## src/rtl/boot_select.sv

```systemverilog
// boot_select: conditions the raw user button and picks the warmboot slot.
//
// Sequence after reset: IDLE (1 cycle) -> SETTLE (SETTLE_CYCLES cycles,
// requests accepted) -> ARM (ARM_CYCLES cycles, S lines stable) -> FIRE
// (BOOT high, terminal until rst).
//
// Ports:
//   pin_clk        system clock
//   rst            synchronous reset, active-high
//   pin_button_up  raw asynchronous button, 0 = pressed
//   req_valid      software warmboot request
//   req_image      requested slot (0..3)
//   req_ready      high throughout SETTLE; handshake = req_valid & req_ready
//   btn_pressed    debounced button, active-high
//   boot_image     latched slot choice (1 = DFU, 2 = user app)
//   warmboot_s1/s0 SB_WARMBOOT slot select
//   warmboot_boot  SB_WARMBOOT BOOT strobe
module boot_select #(
  parameter int SYNC_STAGES     = 2,
  parameter int DEBOUNCE_CYCLES = 16,
  parameter int SETTLE_CYCLES   = 255,
  parameter int ARM_CYCLES      = 4
) (
  input  logic       pin_clk,
  input  logic       rst,
  input  logic       pin_button_up,
  input  logic       req_valid,
  input  logic [1:0] req_image,
  output logic       req_ready,
  output logic       btn_pressed,
  output logic [1:0] boot_image,
  output logic       warmboot_s1,
  output logic       warmboot_s0,
  output logic       warmboot_boot
);

  localparam int DW = $clog2(DEBOUNCE_CYCLES + 1);
  localparam int SW = $clog2(SETTLE_CYCLES + 1);
  localparam int AW = $clog2(ARM_CYCLES + 1);

  localparam logic [DW-1:0] DEB_LAST    = DW'(DEBOUNCE_CYCLES - 1);
  localparam logic [SW-1:0] SETTLE_LAST = SW'(SETTLE_CYCLES - 1);
  localparam logic [AW-1:0] ARM_LAST    = AW'(ARM_CYCLES - 1);

  typedef enum logic [1:0] {
    IDLE   = 2'd0,
    SETTLE = 2'd1,
    ARM    = 2'd2,
    FIRE   = 2'd3
  } state_t;

  logic [SYNC_STAGES-1:0] r_sync;
  logic                   r_deb;
  logic [DW-1:0]          r_deb_cnt;
  state_t                 r_state;
  logic [SW-1:0]          r_settle_cnt;
  logic [AW-1:0]          r_arm_cnt;
  logic                   r_req_ready;
  logic [1:0]             r_boot_image;
  logic                   r_s1;
  logic                   r_s0;
  logic                   r_boot;

  logic       w_sync_lvl;
  logic [1:0] w_btn_img;

  assign w_sync_lvl = r_sync[SYNC_STAGES-1];
  // Held button at decision time selects the DFU bootloader.
  assign w_btn_img  = r_deb ? 2'b10 : 2'b01;

  // Synchroniser and debouncer run regardless of FSM state. Released (1)
  // is the idle level so reset does not fake a press.
  always_ff @(posedge pin_clk) begin
    if (rst) begin
      r_sync    <= '1;
      r_deb     <= 1'b1;
      r_deb_cnt <= '0;
    end else begin
      r_sync <= {r_sync[SYNC_STAGES-2:0], pin_button_up};
      if (w_sync_lvl == r_deb) begin
        r_deb_cnt <= '0;
      end else if (r_deb_cnt == DEB_LAST) begin
        // Level has differed for DEBOUNCE_CYCLES cycles in a row: accept it.
        r_deb     <= w_sync_lvl;
        r_deb_cnt <= '0;
      end else begin
        r_deb_cnt <= r_deb_cnt + 1'b1;
      end
    end
  end

  always_ff @(posedge pin_clk) begin
    if (rst) begin
      r_state      <= IDLE;
      r_settle_cnt <= '0;
      r_arm_cnt    <= '0;
      r_req_ready  <= 1'b0;
      r_boot_image <= 2'b00;
      r_s1         <= 1'b0;
      r_s0         <= 1'b0;
      r_boot       <= 1'b0;
    end else begin
      case (r_state)
        IDLE: begin
          r_state      <= SETTLE;
          r_settle_cnt <= '0;
          r_req_ready  <= 1'b1;
        end
        SETTLE: begin
          // A request beats the button, even in the final settle cycle.
          if (req_valid) begin
            r_boot_image <= req_image;
            r_s1         <= req_image[1];
            r_s0         <= req_image[0];
            r_req_ready  <= 1'b0;
            r_arm_cnt    <= '0;
            r_state      <= ARM;
          end else if (r_settle_cnt == SETTLE_LAST) begin
            r_boot_image <= w_btn_img;
            r_s1         <= w_btn_img[1];
            r_s0         <= w_btn_img[0];
            r_req_ready  <= 1'b0;
            r_arm_cnt    <= '0;
            r_state      <= ARM;
          end else begin
            r_settle_cnt <= r_settle_cnt + 1'b1;
          end
        end
        ARM: begin
          // S lines are already registered; BOOT rises only after they have
          // been stable for ARM_CYCLES cycles.
          if (r_arm_cnt == ARM_LAST) begin
            r_boot  <= 1'b1;
            r_state <= FIRE;
          end else begin
            r_arm_cnt <= r_arm_cnt + 1'b1;
          end
        end
        FIRE: begin
          r_state <= FIRE;
        end
        default: begin
          r_state <= IDLE;
        end
      endcase
    end
  end

  assign req_ready     = r_req_ready;
  assign btn_pressed   = ~r_deb;
  assign boot_image    = r_boot_image;
  assign warmboot_s1   = r_s1;
  assign warmboot_s0   = r_s0;
  assign warmboot_boot = r_boot;

endmodule
```

## config.mk

```make
export PLATFORM = sky130hd
export DESIGN_NAME = boot_select
export DESIGN_NICKNAME = d
export VERILOG_FILES = /design/src/rtl/boot_select.sv
export SDC_FILE = /design/constraint.sdc
export NUM_CORES = 1
export LEC_CHECK = 0
export BUFFER_PORTS_ARGS = -buffer_cell sky130_fd_sc_hd__buf_2
export CAP_MARGIN = 20
export CORE_MARGIN = 4
export CORE_UTILIZATION = 40
export DETAILED_ROUTE_END_ITERATION = 12
export GPL_ROUTABILITY_DRIVEN = 0
export GPL_TIMING_DRIVEN = 1
export SETUP_SLACK_MARGIN = 0.05
export SYNTH_ARGS = -nofsm -noshare
export SYNTH_HDL_FRONTEND = slang
export SYNTH_SLANG_ARGS = --single-unit
```

## constraint.sdc

```tcl
create_clock -name pin_clk -period 1.7 [get_ports pin_clk]
set_clock_uncertainty 0.05 [all_clocks]
set_input_delay 0.34 -clock pin_clk [delete_from_list [all_inputs] [get_ports pin_clk]]
set_output_delay 0.34 -clock pin_clk [all_outputs]
set_load 0.01 [all_outputs]
```

-- Word level (Yosys, flattened, before mapping)
Cells that the tools add are included.
- register bits after elaboration: 27
- input port bits: 6
- output and inout bits: 7
- logic and storage cells: 61
- add/sub/neg operators: 3
- equal/unequal tests: 12
- muxes and demuxes: 21
- bitwise logic cells: 2
- reduce and logical (&&, ||, !) cells: 12
- operator list (operator ; number):
    2-to-1 mux 8 bit ; 2
    case mux 8 bit (2 select lines) ; 1
    2-to-1 mux 2 bit ; 6
    AND reduction 2 bit ; 5
    2-to-1 mux 3 bit ; 3
    adder 8 x 1 -> 8 bit, second input constant ; 1
    equality test 8 bit, second input constant ; 1
    inequality test 2 bit, second input constant ; 4
    case mux 2 bit (4 select lines) ; 1
    2-to-1 mux 1 bit ; 6
    case mux 3 bit (2 select lines) ; 1
    AND reduction 3 bit ; 2
    nonzero test 2 bit ; 3
    adder 5 x 1 -> 5 bit, second input constant ; 1
    equality test 5 x 4 -> 1 bit, second input constant ; 1
    equality test 2 bit, second input constant ; 2
    adder 3 x 1 -> 3 bit, second input constant ; 1
    equality test 3 x 2 -> 1 bit, second input constant ; 1
    inequality test 3 bit, second input constant ; 1
    OR reduction 3 bit ; 1
    equality test 2 x 1 -> 1 bit, second input constant ; 1
    logical NOT 2 bit ; 1
    NOT 1 bit ; 2
    case mux 1 bit (2 select lines) ; 1
    equality test 1 bit ; 1

-- Longest topological paths before layout
Gate-level depths: netlist of the first run.
- word-level depth: 4
- mapped depth: 6
- gate-level depth less buffers: 6

-- Worst setup path before layout of the first run
No wires, ideal clock.
- path kind: register to register
- start point: reg r_settle_cnt[0]
- end point: reg r_settle_cnt[1]
- setup time: 0.074 ns
- arrival: 1.580 ns
- required time: 1.576 ns
- path slack: -0.004 ns
- stages on the path, launching flop included: 7
- path buffers: 0
- period minus slack after synthesis: 1.704 ns
- cell sequence: dfxtp_1 > inv_1 > ha_1 > and3_4 > a21o_1 > or4_1 > a31oi_1
- word-level cells in the longest chain between the ends: 4
- elaborated cells between the ends (all ways): 7
- classes of those cells: 1 x add/sub; 2 x eq/ne; 3 x mux; 1 x reduce/logical
- ends and longest elaborated chain (element ; RTL line ; RTL):
    start: declaration ; 56 ; logic [SW-1:0] r_settle_cnt;
    start signal: assignment ; 126 ; r_settle_cnt <= r_settle_cnt + 1'b1;
    adder 8 x 1 -> 8 bit ; 126 ;
    2-to-1 mux 8 bit ; 118 ; end else if (r_settle_cnt == SETTLE_LAST) begin
    2-to-1 mux 8 bit ; 111 ; if (req_valid) begin
    case mux 8 bit (2 select lines) ; 103 ; case (r_state)
Parallel ways exist; a longest one is shown, timed or not. The select of a mux whose other input is x is not followed.
A chain may end at the register's enable or synchronous reset.

-- Final worst setup path of the first run
- start point: reg r_arm_cnt[0]
- end point: reg r_arm_cnt[2]
- word-level cells in the longest chain between the ends: 3
- elaborated cells between the ends (all ways): 6
- classes of those cells: 1 x add/sub; 2 x eq/ne; 2 x mux; 1 x reduce/logical
- ends and longest elaborated chain (element ; RTL line ; RTL):
    start: declaration ; 57 ; logic [AW-1:0] r_arm_cnt;
    start signal: assignment ; 136 ; r_arm_cnt <= r_arm_cnt + 1'b1;
    adder 3 x 1 -> 3 bit / equality test 3 x 2 -> 1 bit (equally long branches) ; 136, 132 ;
    2-to-1 mux 3 bit / inequality test 2 bit (equally long branches) ; -- ;
    case mux 3 bit (2 select lines) / AND reduction 3 bit (equally long branches) ; -- ;
Parallel ways exist; a longest one is shown, timed or not. The select of a mux whose other input is x is not followed.

==> results of run 1 <==
-- layout make-up --
type	count	area share (%)
clock buffers	3	1.619
clock inverters	1	0.6295
inverters	10	2.698
multi-input cells	94	45.41
flip-flops and latches	25	36.33
well taps	31	2.788
repair buffers	23	10.52
-- cells in the mapped netlist --
cell type | number | area [um^2]
dfxtp_1 | 25 | 500.5
nor4_1 | 1 | 6.260
nor2b_1 | 1 | 6.260
or4_1 | 1 | 7.510
or2_2 | 2 | 12.51
mux2i_1 | 2 | 20.02
o211ai_1 | 3 | 22.52
and3_1 | 2 | 12.51
xnor2_1 | 2 | 17.52
a31o_1 | 1 | 8.760
and3b_1 | 1 | 8.760
buf_4 | 2 | 15.01
and4_4 | 1 | 11.26
a2111oi_0 | 1 | 8.760
ha_1 | 6 | 75.07
o21ai_0 | 3 | 15.01
a21o_1 | 1 | 7.510
nor3_4 | 1 | 16.27
and3_4 | 1 | 11.26
a211oi_1 | 2 | 15.01
nand3b_1 | 1 | 7.510
buf_2 | 2 | 10.01
o311a_1 | 1 | 10.01
clkbuf_1 | 3 | 11.26
a21oi_1 | 11 | 55.05
inv_1 | 10 | 37.54
nand4_1 | 2 | 12.51
nand3_1 | 7 | 35.03
a31oi_1 | 7 | 43.79
nor2_1 | 13 | 48.80
nor3_1 | 5 | 25.02
nand2_1 | 8 | 30.03
nand2b_1 | 3 | 18.77
or3_1 | 2 | 12.51
a211o_1 | 1 | 8.760
xor2_1 | 1 | 8.760
-- final timing paths --
kind                 startpoint            to  slack, ps
hold / removal    pin_button_up     r_sync[0]        130
hold reg to reg    r_deb_cnt[0]  r_deb_cnt[0]        370
setup reg to reg   r_arm_cnt[0]  r_arm_cnt[2]        100
setup / recovery   r_arm_cnt[0]  r_arm_cnt[2]        100
-- logic make-up after synthesis --
logic type | Yosys count | share of synthesized area (%)
AOI/OAI and AO/OA | 31 | 16.63
xor gates and xnor gates | 3 | 2.239
adders and majority gates | 6 | 6.396
buffers and inverters | 17 | 6.290
DFF | 25 | 42.64
muxes | 2 | 1.706
and+or+nand+nor | 52 | 24.09
-- flip-flops by register name, indices dropped and copies added (netlist names) --
name,count
boot_image,2
r_arm_cnt,3
r_deb,1
r_deb_cnt,5
r_settle_cnt,8
r_state,2
r_sync,2
req_ready,1
warmboot_boot,1
-- routing by layer --
layer,vias up,routed length (um)
met5,-,0
li1,522,-
met1,455,1162
met2,24,1168
met4,0,25
met3,4,137
-- critical path, delay by kind of cell, from the launching register on --
| kind | cells | cell delay [ps] |
|---|---|---|
| AND/OR/NAND/NOR | 2 | 340 |
| AO/OA/AOI/OAI | 1 | 360 |
| adder cells (fa/ha/maj) | 2 | 400 |
| flip-flops | 1 | 360 |
-- power breakdown --
part | internal (mW) | switching (mW) | total, mW
Sequential | 0.605 | 0.0147 | 0.620
Combinational | 0.0607 | 0.0786 | 0.139
Clock | 0.0960 | 0.200 | 0.296
Total | 0.762 | 0.294 | 1.06
-- repair_timing --
| item | in CTS | in global routing |
|---|---|---|
| setup buffers | 1 | 1 |
| hold endpoints to repair | 0 | 0 |
| endpoints found under the setup margin | 1 | 9 |
| gates resized for setup | 0 | 13 |
| pin swaps | 0 | 4 |
==> reports/metrics.csv, run 1 <==
stage,metric,value,unit
clocking,htree depth,1,
worst_setup_path,crit path capture type,flip-flop,
placement,placed instance count,181,
power_and_ir_drop,total power draw,1.056,mW
cells_and_area,number of diodes,0,
worst_setup_path,crit-path cells,"ha_1, ha_2, nor3_4, nor2_1, a2111oi_2",
drt,DRC viols,0,
grt,first-pass GRT wire length,4.146,mm
job,max cap viols,0,
timing,RSZ-0062 raised after global routing,yes,
yosys,Yosys warnings,0,
timing,Final Setup Violations,0,
floorplanning,area of the core,2781,um^2
grt,total gr overflow,0,
timing,fin crit period,1603,ps
timing,fmax,623.8,MHz
clocking,number of clock sinks,25,
cells_and_area,fillers,274,
timing,worst hold slack,131.7,ps
yosys,sequential fraction of the synthesis area,42.64,%
worst_setup_path,crit path max fanout,4,
floorplanning,DIE HEIGHT,62.17,um
clocking,CTS Buf Count,3,
grt,met1 Track Usage GR,16.13,%
clocking,Clock Tree Root,clkbuf_4,
clocking,Hold Buf Count CTS,0,
floorplanning,FP Rows,19,
floorplanning,die width,62.17,um
worst_setup_path,Slowest Stage Delay on Critical Path,360,ps
grt,met3 Use GR,4.144,%
worst_setup_path,kind of critical path,reg -> reg,
timing,Fin. Hold Viols,0,
cells_and_area,most frequent cells in the layout,"21 x dfxtp_1, 12 x nor2_1, 12 x buf_2",
worst_setup_path,Setup crit start kind,flip-flop,
clocking,clk_lat worst skew,330,ps
timing,worst slew pin tran,394.2,ps
run_status,outcome,"finished, final reports clean",
worst_setup_path,Worst EP required,1880,ps
placement,worst slack at placement,42.03,ps
clocking,Max clock buf depth,2,
drt,vias per cell,5.374,
floorplanning,# IOs,13,
drt,Antenna Violating Nets Remaining,0,
cells_and_area,area of the multi-input gates,631.9,um^2
power_and_ir_drop,Leak,0.5606,nW
drt,Routed WL per cell,13.33,um
drt,Iter 0 DRT Violations,49,
timing,Final period util,94.30,%
grt,vias in the first global route,958,
power_and_ir_drop,Power Dens Cells,758.8,nW/um^2
yosys,Mean Syn Cell Area,8.630,um^2
timing,Worst slew margin,73.72,%
timing,post-route setup TNS,0,ps
floorplanning,initial core utilization,42.20,%
cells_and_area,Register Area,505.5,um^2
yosys,Mapped Nets,148,
min_path,Hold Path Stages,2,
worst_setup_path,Crit-path slowest cell,dfxtp_2,
worst_setup_path,CP Data Arrival Time,1790,ps
grt,initial antenna violation count,0,
cells_and_area,post-layout instance area,1391,um^2
grt,GRT Util Overall,12.82,%
cells_and_area,Syn-to-layout area delta,18.55,%
yosys,synthesis-stage register bit count,25,
yosys,Post-Synthesis Cells,136,
cells_and_area,# nets final,169,
drt,DR vias,1005,
grt,GR met2 Demand/Resource,20.85,%
worst_setup_path,Reg2Reg Depth,5,
placement,HPWL after DPL,1.782,mm
placement,PortBufs,12,
timing,Max Slew Vio Count,0,
drt,Post-Route WL,2.493,mm
grt,largest net degree at the start of global routing,22,
cells_and_area,Post-Layout Cell Count,187,
floorplanning,die area,3864,um^2
yosys,Syn Std Cell Area,1174,um^2
clocking,TritonCTS clock tree,yes,
cells_and_area,"commonest non-fill, non-tap cell in the layout",dfxtp_1,
min_path,Hold Path Class,in -> reg,
yosys,Yosys cell types,36,
cells_and_area,post-layout util,50.02,%
grt,Top Usage Layer GRT,met2,
power_and_ir_drop,Max IR drop VDD,569.8,uV
placement,Post-DP Area,1305,um^2
clocking,"CTS clk-pin slew, worst paths",150,ps
cells_and_area,share of cells above drive strength 1,27.56,%
timing,PnR worst setup slack,96.86,ps
drt,1st-pass router iterations,4,
Power figures use the tool's default switching activity.
==> inputs of run 2 (changes only) <==
--- a/config.mk
+++ b/config.mk
@@ -5,13 +5,15 @@
 export SDC_FILE = /design/constraint.sdc
 export NUM_CORES = 1
 export LEC_CHECK = 0
+export ABC_AREA = 1
 export BUFFER_PORTS_ARGS = -buffer_cell sky130_fd_sc_hd__buf_2
 export CAP_MARGIN = 20
 export CORE_MARGIN = 4
-export CORE_UTILIZATION = 40
+export CORE_UTILIZATION = 45
 export DETAILED_ROUTE_END_ITERATION = 12
 export GPL_ROUTABILITY_DRIVEN = 0
 export GPL_TIMING_DRIVEN = 1
+export PLACE_DENSITY = 0.66
 export SETUP_SLACK_MARGIN = 0.05
 export SYNTH_ARGS = -nofsm -noshare
 export SYNTH_HDL_FRONTEND = slang
==> run 2 against run 1 <==
Register-to-register slack improved by 110 ps. Non-clock buffer count is 7 lower. Die area fell by 7.1%. Wire length down 11%. Synthesized cell count up 26%.
==> reports/metrics.csv, run 2 <==
stage,metric,value,unit,change
worst_setup_path,Worst EP required,1890,ps,about the same
floorplanning,area of the core,2522,um^2,-9.3%
clocking,"CTS clk-pin slew, worst paths",130,ps,-20 ps
job,max cap viols,0,,unchanged
clocking,clk_lat worst skew,310,ps,-20 ps
grt,Top Usage Layer GRT,met2,,
grt,first-pass GRT wire length,3.905,mm,-5.8%
clocking,TritonCTS clock tree,yes,,
clocking,number of clock sinks,25,,unchanged
grt,vias in the first global route,927,,-3.2%
cells_and_area,post-layout util,53.27,%,+3.3 points
timing,post-route setup TNS,0,ps,unchanged
timing,Final Setup Violations,0,,unchanged
yosys,synthesis-stage register bit count,25,,unchanged
placement,placed instance count,214,,+18%
cells_and_area,Post-Layout Cell Count,218,,+17%
yosys,Syn Std Cell Area,1212,um^2,+3.3%
grt,GR met2 Demand/Resource,22.69,%,+1.8 points
placement,Post-DP Area,1310,um^2,+0.38%
yosys,Yosys top cell area share,41.28,%,-1.4 points
timing,worst hold slack,150.3,ps,+18.65 ps
floorplanning,# IOs,13,,unchanged
min_path,"Endpoint, Worst Hold",r_sync[0],,
timing,Final period util,87.72,%,-6.6 points
drt,DRC viols,0,,unchanged
yosys,ranking of synthesized cells by instance count,"46 x nand2_1, 25 x dfxtp_1, 24 x inv_1",,
yosys,Post-Synthesis Cells,172,,+26%
worst_setup_path,FF-to-FF setup slack,210,ps,+110 ps
placement,PortBufs,12,,unchanged
worst_setup_path,crit path max fanout,5,,+1
grt,met1 Track Usage GR,19.16,%,+3.0 points
cells_and_area,share of cells above drive strength 1,15.96,%,-12 points
grt,total gr overflow,0,,unchanged
yosys,Yosys warnings,0,,unchanged
yosys,largest cells by area after synthesis,"dfxtp_1 41%, nand2_1 14%, inv_1 7.4%, a21oi_1 6.2%, ha_1 6.2%",,
yosys,Mean Syn Cell Area,7.049,um^2,-18%
cells_and_area,Regs by FF count,"r_settle_cnt: 8 flops, r_deb_cnt: 5 flops, r_arm_cnt: 3 flops",,
worst_setup_path,kind of critical path,reg -> reg,,
placement,HPWL after DPL,1.722,mm,-3.4%
cells_and_area,fillers,269,,-1.8%
yosys,ys async rst share,0,%,unchanged
floorplanning,die width,59.91,um,-3.6%
clocking,CTS Buf Count,3,,unchanged
worst_setup_path,R2R Path End,r_deb_cnt[2],,
drt,vias per cell,4.794,,-11%
timing,Worst slew margin,72.36,%,-1.4 points
drt,1st-pass router iterations,4,,unchanged
power_and_ir_drop,Power Dens Cells,770.2,nW/um^2,+1.5%
clocking,htree depth,1,,unchanged
yosys,top-count cell post-synth,nand2_1,,
drt,Antenna Violating Nets Remaining,0,,unchanged
cells_and_area,number of diodes,0,,unchanged
yosys,Mapped Nets,184,,+24%
yosys,most area-hungry cell type in the Yosys netlist,dfxtp_1,,
run_status,outcome,"finished, final reports clean",,
power_and_ir_drop,Max IR drop VDD,504.1,uV,-12%
timing,worst slew pin tran,412.7,ps,+18.51 ps
grt,met3 Use GR,1.944,%,-2.2 points
cells_and_area,"commonest non-fill, non-tap cell in the layout",nand2_1,,
floorplanning,FP Rows,18,,-1
yosys,Post-synth EDFFs,0,,unchanged
drt,DR vias,1045,,+4.0%
worst_setup_path,CP Data Arrival Time,1680,ps,-110 ps
grt,initial antenna violation count,0,,unchanged
cells_and_area,# nets final,201,,+19%
drt,Iter 0 DRT Violations,46,,-6.1%
cells_and_area,post-layout instance area,1344,um^2,-3.4%
cells_and_area,Syn-to-layout area delta,10.84,%,
timing,fin crit period,1491,ps,-111.8 ps
cells_and_area,most frequent cells in the layout,"46 x nand2_1, 24 x inv_1, 24 x dfxtp_1",,
floorplanning,initial core utilization,48.07,%,+5.9 points
worst_setup_path,crit path capture type,flip-flop,,
min_path,hold_sp,pin_button_up,,
clocking,Max clock buf depth,2,,unchanged
placement,worst slack at placement,169.5,ps,+127.5 ps
floorplanning,die area,3589,um^2,-7.1%
yosys,sequential fraction of the synthesis area,41.28,%,-1.4 points
floorplanning,DIE HEIGHT,59.91,um,-3.6%
timing,fmax,670.6,MHz,+7.5%
timing,RSZ-0062 raised after global routing,no,,
cells_and_area,Biggest register,r_settle_cnt,,
timing,Fin. Hold Viols,0,,unchanged
yosys,ys flop type,dfxtp_1,,
power_and_ir_drop,total power draw,1.035,mW,-2.0%
clocking,Clock Tree Root,clkbuf_4,,
min_path,Hold Path Class,in -> reg,,
min_path,Hold Path Stages,2,,unchanged
cells_and_area,max reg flops,8,,unchanged
drt,Routed WL per cell,10.14,um,-24%
timing,Max Slew Vio Count,0,,unchanged
worst_setup_path,worst r2r src,r_deb_cnt[0],,
clocking,Hold Buf Count CTS,0,,unchanged
power_and_ir_drop,Leak,0.6019,nW,+7.4%
drt,Post-Route WL,2.211,mm,-11%
yosys,Yosys cell types,21,,-42%
worst_setup_path,Reg2Reg Depth,7,,+2
worst_setup_path,Setup crit start kind,flip-flop,,
grt,GRT Util Overall,14.08,%,+1.3 points
timing,PnR worst setup slack,208.7,ps,+111.8 ps
grt,largest net degree at the start of global routing,16,,-27%
[run 2: cell types whose count changed after synthesis, moves of 3 or more]
cell and change:
inv_1 +14, nor3_1 -5, nand2_2 +3, nand2_1 +38
nor2_1 +6, nand3_1 +7, nand2b_1 -3, a21oi_1 +4
a31oi_1 -7
[run 2: final cells by class]
type / count / area [um^2] / share of cell area, %
multi-input combinational: 119 / 598.1 / 44.51
sequential: 25 / 501.7 / 37.34
tap: 30 / 37.54 / 2.793
timing repair buffer: 16 / 90.09 / 6.704
clock buffer: 4 / 26.28 / 1.955
inverter: 24 / 90.09 / 6.704
[run 2: report_power, final]
| part | total [mW] | internal [mW] | switching, mW | leakage [nW] |
|---|---|---|---|---|
| sequential | 0.626 | 0.611 | 0.0152 | 0.204 |
| clock | 0.261 | 0.0915 | 0.170 | 0.0150 |
| combinational | 0.147 | 0.0536 | 0.0938 | 0.383 |
[run 2: worst max path at each step]
stage | from | to | slack [ps] | cells past startpoint
3_5_place_dp | r_deb_cnt[0] | r_deb_cnt[2] | 170 | 7
4_1_cts | r_deb_cnt[0] | r_deb_cnt[2] | 160 | 7
3_3_place_gp | r_deb_cnt[0] | r_deb_cnt[2] | 270 | 7
2_1_floorplan | r_deb_cnt[0] | r_deb_cnt[2] | 330 | 7
5_1_grt | r_deb_cnt[0] | r_deb_cnt[2] | 50 | 7
6_report | r_deb_cnt[0] | r_deb_cnt[2] | 210 | 7
[run 2: logic make-up after synthesis]
group	synth area share [%]
buf+inv	9.907
flops	41.28
simple gates	33.13
fa+ha+maj	6.192
compound gates	9.494
[run 2: timing repair]
action | 4_1_cts | 5_1_grt
resized for setup | 0 | 3
endpoints found under the setup margin | 0 | 5
buffers inserted | 0 | 0
[run 2: critical path, cell delays in order, from the launching register on]
cell,delay (ps)
dfxtp_2,360
ha_1,210
nand2_1,80
nor2_1,50
ha_2,180
a21oi_2,100
o211ai_1,180
nor3b_1,230
[run 2: routing by layer]
layer / vias to the layer above / wire (um)
li1: 575 / -
met1: 458 / 1140
met2: 10 / 1000
met3: 2 / 55
met4: 0 / 14
met5: - / 0
